--- src/rtl/ex_mem_stage_if.sv ---
// EX/MEM stage bundle: EX-side entry offer plus MEM-side registered outputs.
// master = producer/consumer environment, slave = the pipeline stage itself.
interface ex_mem_stage_if #(parameter int DATA_W = 32);
   logic              in_valid;
   logic              in_ready;
   logic [DATA_W-1:0] ALU_Result;
   logic              zero;
   logic [DATA_W-1:0] rs2_data;
   logic [4:0]        rd_addr;
   logic [DATA_W-1:0] br_target;
   logic              Branch;
   logic              MemRead;
   logic              MemWrite;
   logic              RegWrite;
   logic              MemtoReg;
   logic              flush;
   logic              out_valid;
   logic              out_ready;
   logic [DATA_W-1:0] out_alu;
   logic [DATA_W-1:0] out_wdata;
   logic [DATA_W-1:0] out_target;
   logic [4:0]        out_rd;
   logic              out_MemRead;
   logic              out_MemWrite;
   logic              out_RegWrite;
   logic              out_MemtoReg;
   logic              branch_taken;
   logic [15:0]       stall_cnt;

   modport master (
      output in_valid, ALU_Result, zero, rs2_data, rd_addr, br_target,
             Branch, MemRead, MemWrite, RegWrite, MemtoReg, flush, out_ready,
      input  in_ready, out_valid, out_alu, out_wdata, out_target, out_rd,
             out_MemRead, out_MemWrite, out_RegWrite, out_MemtoReg,
             branch_taken, stall_cnt
   );

   modport slave (
      input  in_valid, ALU_Result, zero, rs2_data, rd_addr, br_target,
             Branch, MemRead, MemWrite, RegWrite, MemtoReg, flush, out_ready,
      output in_ready, out_valid, out_alu, out_wdata, out_target, out_rd,
             out_MemRead, out_MemWrite, out_RegWrite, out_MemtoReg,
             branch_taken, stall_cnt
   );
endinterface

--- src/rtl/ex_mem_stage.sv ---
// EX/MEM pipeline register built as a two-entry skid buffer so that in_ready
// depends only on registered state, never combinationally on out_ready.
module ex_mem_stage #(
   parameter int DATA_W = 32
) (
   input logic           clk,
   input logic           reset,
   ex_mem_stage_if.slave bus
);

   typedef struct packed {
      logic [DATA_W-1:0] alu;
      logic [DATA_W-1:0] wdata;
      logic [DATA_W-1:0] target;
      logic [4:0]        rd;
      logic              branch;
      logic              mem_read;
      logic              mem_write;
      logic              reg_write;
      logic              memto_reg;
      logic              zero;
   } entry_t;

   // Encoding mirrors (out_valid, skid_valid); (0,1) has no state.
   typedef enum logic [1:0] {
      EMPTY = 2'b00,
      ONE   = 2'b10,
      FULL  = 2'b11
   } state_t;

   state_t state;
   state_t next_state;
   entry_t out_q;
   entry_t skid_q;
   entry_t next_out;
   entry_t next_skid;
   entry_t in_entry;
   logic   out_valid;
   logic   skid_valid;
   logic   accept;
   logic   fire;

   assign in_entry = '{
      alu:       bus.ALU_Result,
      wdata:     bus.rs2_data,
      target:    bus.br_target,
      rd:        bus.rd_addr,
      branch:    bus.Branch,
      mem_read:  bus.MemRead,
      mem_write: bus.MemWrite,
      reg_write: bus.RegWrite,
      memto_reg: bus.MemtoReg,
      zero:      bus.zero
   };

   assign out_valid  = (state != EMPTY);
   assign skid_valid = (state == FULL);
   assign accept     = bus.in_valid & ~skid_valid;
   assign fire       = out_valid & bus.out_ready;

   // State and entry storage; reset clears entries so outputs read zero.
   always_ff @(posedge clk) begin
      if (reset) begin
         state  <= EMPTY;
         out_q  <= '0;
         skid_q <= '0;
      end else begin
         state  <= next_state;
         out_q  <= next_out;
         skid_q <= next_skid;
      end
   end

   // Next-state and entry movement; flush only invalidates, data may linger.
   always_comb begin
      next_state = state;
      next_out   = out_q;
      next_skid  = skid_q;
      unique case (state)
         EMPTY: begin
            if (accept) begin
               next_out   = in_entry;
               next_state = ONE;
            end
         end
         ONE: begin
            if (accept && fire) begin
               next_out = in_entry;
            end else if (accept) begin
               next_skid  = in_entry;
               next_state = FULL;
            end else if (fire) begin
               next_state = EMPTY;
            end
         end
         FULL: begin
            if (fire) begin
               next_out   = skid_q;
               next_state = ONE;
            end
         end
         default: next_state = EMPTY;
      endcase
      if (bus.flush) begin
         next_state = EMPTY;
      end
   end

   // Count stalled output cycles, saturating; only reset clears it.
   always_ff @(posedge clk) begin
      if (reset) begin
         bus.stall_cnt <= '0;
      end else if (out_valid && !bus.out_ready && (bus.stall_cnt != 16'hFFFF)) begin
         bus.stall_cnt <= bus.stall_cnt + 16'd1;
      end
   end

   assign bus.in_ready     = ~skid_valid;
   assign bus.out_valid    = out_valid;
   assign bus.out_alu      = out_q.alu;
   assign bus.out_wdata    = out_q.wdata;
   assign bus.out_target   = out_q.target;
   assign bus.out_rd       = out_q.rd;
   assign bus.out_MemRead  = out_valid & out_q.mem_read;
   assign bus.out_MemWrite = out_valid & out_q.mem_write;
   assign bus.out_RegWrite = out_valid & out_q.reg_write;
   assign bus.out_MemtoReg = out_valid & out_q.memto_reg;
   assign bus.branch_taken = out_valid & out_q.branch & out_q.zero;

endmodule

--- src/flat_wrapper.sv ---
// flat-port wrapper written by rule: the top's interface ports become plain ports
module ex_mem_stage_flat 
#(
   parameter int DATA_W = 32
)
  (clk, reset, bus_in_valid, bus_ALU_Result, bus_zero, bus_rs2_data, bus_rd_addr, bus_br_target, bus_Branch, bus_MemRead, bus_MemWrite, bus_RegWrite, bus_MemtoReg, bus_flush, bus_out_ready, bus_in_ready, bus_out_valid, bus_out_alu, bus_out_wdata, bus_out_target, bus_out_rd, bus_out_MemRead, bus_out_MemWrite, bus_out_RegWrite, bus_out_MemtoReg, bus_branch_taken, bus_stall_cnt);
  ex_mem_stage_if #(.DATA_W(DATA_W)) bus_i ();
  input logic clk;
  input logic reset;
  input wire logic [$bits(bus_i.in_valid)-1:0] bus_in_valid;
  input wire logic [$bits(bus_i.ALU_Result)-1:0] bus_ALU_Result;
  input wire logic [$bits(bus_i.zero)-1:0] bus_zero;
  input wire logic [$bits(bus_i.rs2_data)-1:0] bus_rs2_data;
  input wire logic [$bits(bus_i.rd_addr)-1:0] bus_rd_addr;
  input wire logic [$bits(bus_i.br_target)-1:0] bus_br_target;
  input wire logic [$bits(bus_i.Branch)-1:0] bus_Branch;
  input wire logic [$bits(bus_i.MemRead)-1:0] bus_MemRead;
  input wire logic [$bits(bus_i.MemWrite)-1:0] bus_MemWrite;
  input wire logic [$bits(bus_i.RegWrite)-1:0] bus_RegWrite;
  input wire logic [$bits(bus_i.MemtoReg)-1:0] bus_MemtoReg;
  input wire logic [$bits(bus_i.flush)-1:0] bus_flush;
  input wire logic [$bits(bus_i.out_ready)-1:0] bus_out_ready;
  output wire logic [$bits(bus_i.in_ready)-1:0] bus_in_ready;
  output wire logic [$bits(bus_i.out_valid)-1:0] bus_out_valid;
  output wire logic [$bits(bus_i.out_alu)-1:0] bus_out_alu;
  output wire logic [$bits(bus_i.out_wdata)-1:0] bus_out_wdata;
  output wire logic [$bits(bus_i.out_target)-1:0] bus_out_target;
  output wire logic [$bits(bus_i.out_rd)-1:0] bus_out_rd;
  output wire logic [$bits(bus_i.out_MemRead)-1:0] bus_out_MemRead;
  output wire logic [$bits(bus_i.out_MemWrite)-1:0] bus_out_MemWrite;
  output wire logic [$bits(bus_i.out_RegWrite)-1:0] bus_out_RegWrite;
  output wire logic [$bits(bus_i.out_MemtoReg)-1:0] bus_out_MemtoReg;
  output wire logic [$bits(bus_i.branch_taken)-1:0] bus_branch_taken;
  output wire logic [$bits(bus_i.stall_cnt)-1:0] bus_stall_cnt;
  assign bus_i.in_valid = bus_in_valid;
  assign bus_i.ALU_Result = bus_ALU_Result;
  assign bus_i.zero = bus_zero;
  assign bus_i.rs2_data = bus_rs2_data;
  assign bus_i.rd_addr = bus_rd_addr;
  assign bus_i.br_target = bus_br_target;
  assign bus_i.Branch = bus_Branch;
  assign bus_i.MemRead = bus_MemRead;
  assign bus_i.MemWrite = bus_MemWrite;
  assign bus_i.RegWrite = bus_RegWrite;
  assign bus_i.MemtoReg = bus_MemtoReg;
  assign bus_i.flush = bus_flush;
  assign bus_i.out_ready = bus_out_ready;
  assign bus_in_ready = bus_i.in_ready;
  assign bus_out_valid = bus_i.out_valid;
  assign bus_out_alu = bus_i.out_alu;
  assign bus_out_wdata = bus_i.out_wdata;
  assign bus_out_target = bus_i.out_target;
  assign bus_out_rd = bus_i.out_rd;
  assign bus_out_MemRead = bus_i.out_MemRead;
  assign bus_out_MemWrite = bus_i.out_MemWrite;
  assign bus_out_RegWrite = bus_i.out_RegWrite;
  assign bus_out_MemtoReg = bus_i.out_MemtoReg;
  assign bus_branch_taken = bus_i.branch_taken;
  assign bus_stall_cnt = bus_i.stall_cnt;
  ex_mem_stage #(.DATA_W(DATA_W)) u_core (.clk(clk), .reset(reset), .bus(bus_i));
endmodule
--- config.mk ---
export PLATFORM = sky130hd
export DESIGN_NAME = ex_mem_stage_flat
export DESIGN_NICKNAME = d
export VERILOG_FILES = /design/src/rtl/ex_mem_stage_if.sv /design/src/rtl/ex_mem_stage.sv /design/src/flat_wrapper.sv
export SDC_FILE = /design/constraint.sdc
export NUM_CORES = 1
export LEC_CHECK = 0
export ABC_CLOCK_PERIOD_IN_PS = 3650
export CORE_MARGIN = 10
export CORE_UTILIZATION = 45
export CTS_CLUSTER_DIAMETER = 30
export DETAILED_ROUTE_END_ITERATION = 10
export GPL_TIMING_DRIVEN = 0
export PLACE_DENSITY = 0.77
export SYNTH_ARGS = -nofsm -noshare
export SYNTH_HDL_FRONTEND = slang
export SYNTH_SLANG_ARGS = --single-unit
--- constraint.sdc ---
create_clock -name clk -period 3.65 [get_ports clk]
set_input_delay 0.5475 -clock clk [delete_from_list [all_inputs] [get_ports clk]]
set_output_delay 0.5475 -clock clk [all_outputs]
set_load 0.005 [all_outputs]
==> results.md, run 1 <==
- Status: complete, no violations
- Critical Path RT: 4.03 ns
- Port bufs: 234
- Top post-synthesis cells by area: dfxtp_1, a211oi_1, mux2_2
- WS Path Type: reg -> reg
- H-tree Lvls: 2
- IO Count: 236
- Drt first pass iters: 5
- Skew final: 0.0175 ns
- Clock sinks: 232
- RSZ-0062 raised after global routing: no
- Via Count: 10,300
- Wirelength per Cell: 17.4 microns
- Residual DRC: 0
- Total power: 8.69 mW
- Initial antenna violation count: 6
- Hold-fix buffers at CTS: 0
- Yosys reg bits: 232
- Core Util, Final: 64.8%
- CP max FO: 10
- Final Cycle Share: 95.1%
- Hold Crit Start: u_core.skid_q[60]
- Fmax: 288 MHz
- Area Overhead vs Synth: 41.4%
- Arrival time worst endpoint: 3.85 ns
- Clk_lat worst skew: 0.54 ns
- Share of cells above drive strength 1: 18.7%
- Area of the mapped netlist: 0.0111 sq mm
- Worst Hold Path Cells: 2
- Setup Fix Bufs, Post-CTS: 0
- Worst Tran Pin Value: 1.45 ns
- Pleak: 5.68 nW
- Crit end category: flop
- Nets: 1,722
- Final-report setup violation count: 0
- Clock-pin transition on the worst setup and hold timing paths: 0.04 ns
- Grt ovf: 0
- Via density: 5.24
- Max transition margin: 3.23%
- TritonCTS clock tree: done
- Commonest non-fill, non-tap cell in the layout: clkdlybuf4s50_1
- Bufs on Longest Clock Path: 3
- Fin crit period: 3.47 ns
- WHS: 0.450 ns
- Largest net degree at the start of global routing: 14
- Starting Density: 45.8%
- Global-route wire length before repair: 53,200 microns
- Critical Path Start Type: flop
- Syn_nets: 1,434
- # Max-Cap Violations: 0
- Placer Congestion: 0.836
- Gate Count Post-Synth: 1,315
- Core area: 0.0243 sq mm
- WL final: 34,200 microns
- Setup TNS: 0 ns
- Cell taking the most area after synthesis: dfxtp_1
- DP Worst Slack: -0.229 ns
- Iter 0 DRT Violations: 934
- Total track usage: 20.7%
- Post-synthesis cell type count: 38
- Row Count: 57
- Most frequent cells in the layout: clkdlybuf4s50_1, dfxtp_1, nand2_1, a211oi_1, a21oi_1
- Synth top area share: 41.7%
- Root buffer cell: clkbuf_16
- DIE AREA: 0.0314 sq mm
- FF-to-FF setup slack: 0.18 ns
- Cell Pwr Density: 552 mW/mm^2
- Reg2Reg Depth: 9
- Yosys warning total: 0
- DP HPWL: 24,000 microns
- Resize count post-CTS: 0
- Final slew viol count: 0
- Post-synthesis sequential area ratio: 41.7%
- Die height: 177 microns
- DIE WIDTH: 177 microns
- Hold Fails Final Rpt: 0
- Vias in the first global route: 10,400
- Avg Cell Area, Syn: 8.47 sq um
- Worst vdd ir: 0.383 mV
- Hold EP: u_core.skid_q[60]
- Type of the worst min-delay path: reg -> reg
- RR Startpoint: u_core.state[0]
- Final worst setup slack: 0.178 ns
- Routed Antenna Nets: 0
- CTS Buf Count: 51
- FF-to-FF End: u_core.bus.out_alu[22]
## worst max-delay path: stages, from the launching register on
cell,delay (ns)
dfxtp_1,0.35
inv_1,0.10
ha_1,0.22
nor2b_1,0.10
o211ai_1,1.12
a21o_1,0.20
buf_2,0.30
buf_2,0.31
buf_1,0.44
a211oi_1,0.17
## cell families after synthesis
logic type / share of synthesized area (%)
compound gates: 21.6
mux: 11.0
flops: 41.7
fa+ha+maj: 0.786
buf+inv: 14.6
simple gates: 10.3
## per-stage QoR
step	instance area [sq um]	instances
after detailed placement	13900	1874
final	15800	1973
after CTS	15700	1970
after floorplan	11100	1315
after global placement	13900	1873
after global routing	15700	1971
## cell type report
cell class                 instances  area [sq um]
clock inverter                    27           408
buffer                           214          1190
inverter                         116           435
clock buffer                      69          1440
antenna                            3          7.51
timing repair buffer             235          2350
tap                              324           405
fill                            1966          8570
sequential                       232          4640
multi-input combinational        753          4870
## flip-flops by register name, indices dropped and copies added, names as in the netlist
signal / cells
u_core.bus.stall_cnt: 16
u_core.bus.out_alu: 32
u_core.bus.out_target: 32
u_core.state: 2
u_core.out_q: 6
u_core.bus.out_wdata: 32
u_core.bus.out_rd: 5
u_core.skid_q: 107
## per-layer routing
layer  GRT usage [%]  share of wire, %  up-vias
met1            25.1                42     4819
li1                -                 -     5046
met4            7.99               3.2        8
met5               0              0.11        -
met2            33.1                45      375
met3            7.10               9.1       97
## how the worst max path moves through the flow
stage	from	cells after the start	end	slack (ns)
final	u_core.state[0]	9	u_core.bus.out_alu[22]	0.18
after global routing	u_core.state[1]	9	u_core.bus.out_alu[26]	0.004
after CTS	u_core.state[1]	9	u_core.bus.out_alu[22]	0.20
after detailed placement	bus_out_ready	8	u_core.bus.out_alu[25]	-0.23
after global placement	bus_out_ready	7	u_core.skid_q[39]	-0.41
after floorplan	u_core.state[0]	7	u_core.bus.stall_cnt[15]	1.28
## cells in the mapped netlist, drive strengths merged
library cell / n
nor4: 4
o21bai: 1
mux2: 109
ha: 7
nand2b: 2
or2: 1
a21oi: 119
a21o: 1
o41ai: 2
buf: 115
nor2b: 4
or3: 8
nand3: 5
nand3b: 1
or3b: 2
a211oi: 217
o211a: 1
dfxtp: 232
inv: 116
o21ai: 7
nor2: 12
nand4: 3
or4b: 1
clkbuf: 99
o21a: 1
o21ba: 1
nand2: 220
o211ai: 2
nor3: 7
or4: 6
a211o: 1
a31oi: 1
a21boi: 2
o31ai: 5
## report_power, final
group          leakage, nW  total, mW  internal (mW)  switching (mW)
Clock                0.891       4.84           3.38            1.46
Combinational         2.89       1.08          0.609           0.466
Sequential            1.90       2.77           2.69          0.0785
Note: power is estimated with default switching activity, not from simulation.
==> run 2, diff against run 1 <==
--- a/config.mk
+++ b/config.mk
@@ -12,6 +12,8 @@
 export DETAILED_ROUTE_END_ITERATION = 10
 export GPL_TIMING_DRIVEN = 0
 export PLACE_DENSITY = 0.77
+export SETUP_SLACK_MARGIN = 0.5
+export SLEW_MARGIN = 10
 export SYNTH_ARGS = -nofsm -noshare
 export SYNTH_HDL_FRONTEND = slang
 export SYNTH_SLANG_ARGS = --single-unit
==> run 2 against run 1 <==
- sequential share of layout area shrank 0.056 points
- utilization grew 0.12 points
- clock skew increased by 0.0010 ns
- clock power hardly changed
- count of clock-buffer cells in the layout did not move
- worst hold slack barely moved
- critical path depth down 4
==> results.md, run 2 (synthesis gave the netlist of run 1 again) <==
- Critical Path Start Type: flop
- Commonest non-fill, non-tap cell in the layout: clkdlybuf4s50_1
- Total track usage: 20.7% (+0.058 points)
- Iter 0 DRT Violations: 913 (-2.2%)
- Hold Fails Final Rpt: 0 (unchanged)
- Nets: 1,725 (+0.17%)
- Status: complete, no violations
- Core area: 0.0243 sq mm (unchanged)
- Grt ovf: 0 (unchanged)
- Fin crit period: 2.94 ns (-0.531 ns)
- RR Startpoint: u_core.state[0]
- Residual DRC: 0 (unchanged)
- Skew final: 0.0185 ns (+0.00101 ns)
- WS Path Type: reg -> out
- Cell Pwr Density: 551 mW/mm^2 (about the same)
- Bufs on Longest Clock Path: 3 (unchanged)
- Via Count: 10,300 (-0.24%)
- Cells along the critical path: inv_1 > ha_1 > clkbuf_1 > nor3_2 > clkdlybuf4s50_1
- H-tree Lvls: 2 (unchanged)
- # Max-Cap Violations: 0 (unchanged)
- Port bufs: 234 (unchanged)
- CP max stage delay: 0.55 ns (-0.57 ns)
- Final-report setup violation count: 0 (unchanged)
- Max transition margin: 45.4% (+42 points)
- Type of the worst min-delay path: reg -> reg
- Wirelength per Cell: 17.4 microns (about the same)
- Critical path's slowest cell: clkdlybuf4s50_1
- CP max FO: 10 (unchanged)
- WHS: 0.450 ns (+0.000285 ns)
- Drt first pass iters: 5 (unchanged)
- IO Count: 236 (unchanged)
- Vias in the first global route: 10,300 (-0.18%)
- Register name with the most flops: u_core.skid_q
- WL final: 34,300 microns (+0.24%)
- Clock sinks: 232 (unchanged)
- Final slew viol count: 0 (unchanged)
- Crit path from: u_core.state[0]
- Area Overhead vs Synth: 41.7%
- Share of cells above drive strength 1: 19.0% (+0.33 points)
- Hold-fix buffers at CTS: 0 (unchanged)
- Worst Tran Pin Value: 0.819 ns (-0.626 ns)
- Final Cycle Share: 80.6% (-15 points)
- DIE AREA: 0.0314 sq mm (unchanged)
- TritonCTS clock tree: done
- Critical Path RT: 3.10 ns (-0.93 ns)
- Largest net degree at the start of global routing: 14 (unchanged)
- Placer Congestion: 0.836 (unchanged)
- Worst vdd ir: 0.383 mV (about the same)
- Root buffer cell: clkbuf_16
- Global-route wire length before repair: 53,400 microns (+0.44%)
- Hold Crit Start: u_core.skid_q[47]
- DP HPWL: 24,000 microns (unchanged)
- Clock-pin transition on the worst setup and hold timing paths: 0.04 ns (about the same)
- Die height: 177 microns (unchanged)
- Row Count: 57 (unchanged)
- Largest register FFs: 107 (unchanged)
- WP buf/inv: 3 (-1)
- Crit end category: output port
- Starting Density: 45.8% (unchanged)
- Most frequent cells in the layout: clkdlybuf4s50_1, dfxtp_1, nand2_1, a211oi_1, a21oi_1
- Routed Antenna Nets: 0 (unchanged)
- Via density: 5.22 (-0.39%)
- Setup TNS: 0 ns (unchanged)
- Clk_lat worst skew: 0.54 ns (about the same)
- Initial antenna violation count: 6 (unchanged)
- Arrival time worst endpoint: 2.39 ns (-1.46 ns)
- RSZ-0062 raised after global routing: no
- DIE WIDTH: 177 microns (unchanged)
- Pleak: 5.70 nW (+0.36%)
- CTS Buf Count: 51 (unchanged)
- Largest delay share family, worst path: buffers and inverters
- Fmax: 340 MHz (+18%)
[run 2: what timing repair did]
action | CTS | global route
gates resized for setup | 1 | 3
setup buffers | 3 | 0
pin swaps | 1 | 0
setup endpoints to repair | 60 | 31
[run 2: through the flow]
stage | cell area, sq um | std cells | setup WS (ns) | power, mW | utilization (%)
finish | 15800 | 1976 | 0.709 | 8.70 | 64.9
global route | 15800 | 1974 | 0.508 | 9.00 | 64.9
CTS | 15800 | 1973 | 0.540 | 8.75 | 64.8
floorplan | 11100 | 1315 | 1.28 | 3.36 | -
global placement | 13900 | 1873 | -0.407 | 3.86 | 57.1
detailed placement | 13900 | 1874 | -0.229 | 3.88 | 57.2
[run 2: routing by layer]
metal	up-vias	global-route usage [%]	part of all wire (%)
li1	5055	-	-
met1	4844	25.3	43
met2	332	33.5	46
met3	81	7.12	8.7
met4	8	6.98	2.5
met5	-	0	0.11
[run 2: worst paths after layout]
| kind | end | slack [ns] | cells past startpoint |
|---|---|---|---|
| worst max-delay path | bus_branch_taken | 0.71 | 5 |
| worst min-delay path | u_core.skid_q[47] | 0.45 | 2 |
| worst max register to register | u_core.skid_q[6] | 0.73 | 8 |
| worst min register to register | u_core.skid_q[47] | 0.45 | 2 |
[run 2: final cells by class]
type	count	area, sq um
clock buffers	69	1440
repair buffers	238	2380
multi-input cells	753	4880
well taps	324	405
plain buffers	214	1190
fillers	1968	8540
diodes	3	7.51
inverters	116	435
clock inverters	27	408
flip-flops and latches	232	4640
[run 2: worst register-to-register path: cells and delay by family, from the launching register on]
| kind | cells | cell delay (ns) |
|---|---|---|
| adder cells (fa/ha/maj) | 1 | 0.26 |
| flip-flops | 1 | 0.35 |
| AND/OR/NAND/NOR | 1 | 0.12 |
| AO/OA/AOI/OAI | 2 | 0.70 |
| buffers and inverters | 4 | 1.40 |
[run 2: where the power goes]
part | switching [mW] | internal [mW] | leakage, nW
clock network | 1.46 | 3.38 | 0.891
logic | 0.468 | 0.612 | 2.91
registers | 0.0787 | 2.69 | 1.90
==> run 3, diff against run 2 <==
--- a/config.mk
+++ b/config.mk
@@ -5,7 +5,7 @@
 export SDC_FILE = /design/constraint.sdc
 export NUM_CORES = 1
 export LEC_CHECK = 0
-export ABC_CLOCK_PERIOD_IN_PS = 3650
+export ABC_CLOCK_PERIOD_IN_PS = 2900
 export CORE_MARGIN = 10
 export CORE_UTILIZATION = 45
 export CTS_CLUSTER_DIAMETER = 30
==> constraint.sdc (replaced) <==
create_clock -name clk -period 2.9 [get_ports clk]
set_input_delay 0.435 -clock clk [delete_from_list [all_inputs] [get_ports clk]]
set_output_delay 0.435 -clock clk [all_outputs]
set_load 0.005 [all_outputs]
==> run 3 against run 2 <==
- flip-flop and latch count is the same
- routed wire length grew 0.71%
- clock skew grew 0.0018 ns
- sequential share of layout area shrank 0.31 points
- final area grew 1.2%
- cell count grew 0.25%
- utilization grew 0.80 points
- first-iteration DRC count shrank 5.1%
==> results.md, run 3 (synthesis gave the netlist of run 1 again) <==
- Status: complete, no violations
- Max transition margin: 45.3% (-0.057 points)
- Root buffer cell: clkbuf_16
- Worst vdd ir: 0.482 mV (+26%)
- Crit end category: output port
- CP max stage delay: 0.51 ns (-0.04 ns)
- Hold Crit Start: u_core.skid_q[47]
- Clk_lat worst skew: 0.54 ns (about the same)
- Skew final: 0.0203 ns (+0.00180 ns)
- CTS Buf Count: 51 (unchanged)
- Final Cell Area: 0.0160 sq mm (+1.2%)
- Worst Hold Path Cells: 2 (unchanged)
- Register name with the most flops: u_core.skid_q
- WL final: 34,600 microns (+0.71%)
- Final Cycle Share: 81.1%
- Pleak: 5.87 nW (+2.9%)
- Hold Fails Final Rpt: 0 (unchanged)
- Highest routed layer: met5
- FF-to-FF End: u_core.bus.stall_cnt[14]
- Critical Path Start Type: flop
- Most frequent cells in the layout: dfxtp_1, clkdlybuf4s50_1, nand2_1, a211oi_1, a21oi_1
- Drt first pass iters: 5 (unchanged)
- Nets: 1,729 (+0.23%)
- DIE WIDTH: 177 microns (unchanged)
- Port bufs: 234 (unchanged)
- Crit path from: u_core.state[0]
- Final-report setup violation count: 0 (unchanged)
- Fin crit period: 2.35 ns
- Cell Area, Placed: 0.0139 sq mm (unchanged)
- Largest net degree at the start of global routing: 14 (unchanged)
- Largest register FFs: 107 (unchanged)
- Starting Density: 45.8% (unchanged)
- Routed Antenna Nets: 0 (unchanged)
- Arrival time worst endpoint: 1.92 ns (-0.47 ns)
- RSZ-0062 raised after global routing: no
- IO Count: 236 (unchanged)
- # Max-Cap Violations: 0 (unchanged)
- Iter 0 DRT Violations: 866 (-5.1%)
- Clock sinks: 232 (unchanged)
- Vias in the first global route: 10,400 (+0.26%)
- Met3 Wirelength: 3170 microns (+6.2%)
- Critical Path RT: 2.47 ns (-0.63 ns)
- Row Count: 57 (unchanged)
- Final slew viol count: 0 (unchanged)
- Total power: 11.0 mW (+26%)
- Reg2Reg Depth: 8 (unchanged)
- Bufs on Longest Clock Path: 3 (unchanged)
- WS Path Type: reg -> out
- Global-route wire length before repair: 53,600 microns (+0.37%)
- Total track usage: 20.8% (+0.082 points)
- H-tree Lvls: 2 (unchanged)
- Commonest non-fill, non-tap cell in the layout: dfxtp_1
- Hold EP: u_core.skid_q[47]
- Via Count: 10,400 (+0.81%)
- FF-to-FF setup slack: 0.56 ns (-0.17 ns)
- Critical path's slowest cell: clkdlybuf4s50_1
- Via density: 5.25 (+0.56%)
- Fmax: 425 MHz
- Worst Tran Pin Value: 0.820 ns (+0.000852 ns)
- Cells along the critical path: inv_2 > ha_4 > clkbuf_16 > inv_1 > clkdlybuf4s50_1
- DIE AREA: 0.0314 sq mm (unchanged)
- RR Startpoint: u_core.state[0]
- Largest delay share family, worst path: buffers and inverters
- Clock-pin transition on the worst setup and hold timing paths: 0.04 ns (about the same)
- Residual DRC: 0 (unchanged)
- Die height: 177 microns (unchanged)
- Met2 Routed Length: 15,800 microns (+0.48%)
- WHS: 0.450 ns (-0.0000140 ns)
- Placer Congestion: 0.836 (unchanged)
- Cell Pwr Density: 687 mW/mm^2 (+25%)
- WP buf/inv: 4 (+1)
- TritonCTS clock tree: done
- Initial antenna violation count: 6 (unchanged)
- Grt ovf: 0 (unchanged)
- Share of cells above drive strength 1: 21.6% (+2.6 points)
- Area Overhead vs Synth: 43.5%
- DP HPWL: 24,000 microns (unchanged)
- CP max FO: 10 (unchanged)
- Wirelength per Cell: 17.4 microns (+0.45%)
- Type of the worst min-delay path: reg -> reg
- Core area: 0.0243 sq mm (unchanged)
- M1 wire length: 14,600 microns (-0.67%)
## run 3: cell types whose count changed in the layout (fill, tap and decap cells not counted), moves of 5 or more
cell / before / now
buf_1: 11 / 2
clkbuf_2: 5 / 18
clkbuf_1: 104 / 88
buf_4: 104 / 109
clkdlybuf4s50_1: 234 / 229
dlygate4sd2_1: 0 / 5
## run 3: how the worst max path moves through the flow
stage | to | slack [ns] | cells past startpoint
CTS | u_core.bus.stall_cnt[13] | 0.50 | 7
finish | bus_out_valid | 0.55 | 5
global route | u_core.skid_q[6] | 0.45 | 8
detailed placement | u_core.bus.out_alu[25] | -0.87 | 8
floorplan | u_core.bus.stall_cnt[15] | 0.53 | 7
global placement | u_core.skid_q[39] | -1.04 | 7
## run 3: worst min-delay path, stage by stage (launching register included)
cell and delay [ns]:
dfxtp_1 0.30, nand2_1 0.05, a21oi_1 0.05
## run 3: routing by layer
layer  global-route usage, %  vias up
met5                       0        -
met4                    6.98        8
met3                    7.12       85
met2                    33.6      376
met1                    25.4     4863
li1                        -     5072
## run 3: area by class of cell
| type | instances | area (sq um) |
|---|---|---|
| inverter | 116 | 438 |
| sequential | 232 | 4650 |
| multi-input combinational | 753 | 4950 |
| timing repair buffer | 242 | 2400 |
| antenna | 4 | 10.0 |
| buffer | 214 | 1280 |
| tap | 324 | 405 |
| fill | 1951 | 8340 |
| clock inverter | 27 | 408 |
| clock buffer | 69 | 1440 |
## run 3: what timing repair did
item,CTS,global route
resized for setup,47,32
endpoints found under the setup margin,224,56
hold buffers,0,0
buffers inserted,3,4
pin swaps,2,3
## run 3: power by group
part	internal (mW)	switching (mW)
sequential	3.39	0.0991
combinational	0.784	0.597
clock	4.26	1.84
## run 3: per-stage QoR
| step | setup WS (ns) | std cells | TNS, ns | utilization (%) |
|---|---|---|---|---|
| after CTS | 0.503 | 1973 | 0 | 65.3 |
| after floorplan | 0.531 | 1315 | 0 | - |
| after detailed placement | -0.867 | 1874 | -74.58 | 57.2 |
| after global placement | -1.04 | 1873 | -125.59 | 57.1 |
| final | 0.549 | 1981 | 0 | 65.7 |
| after global routing | 0.449 | 1978 | 0 | 65.7 |
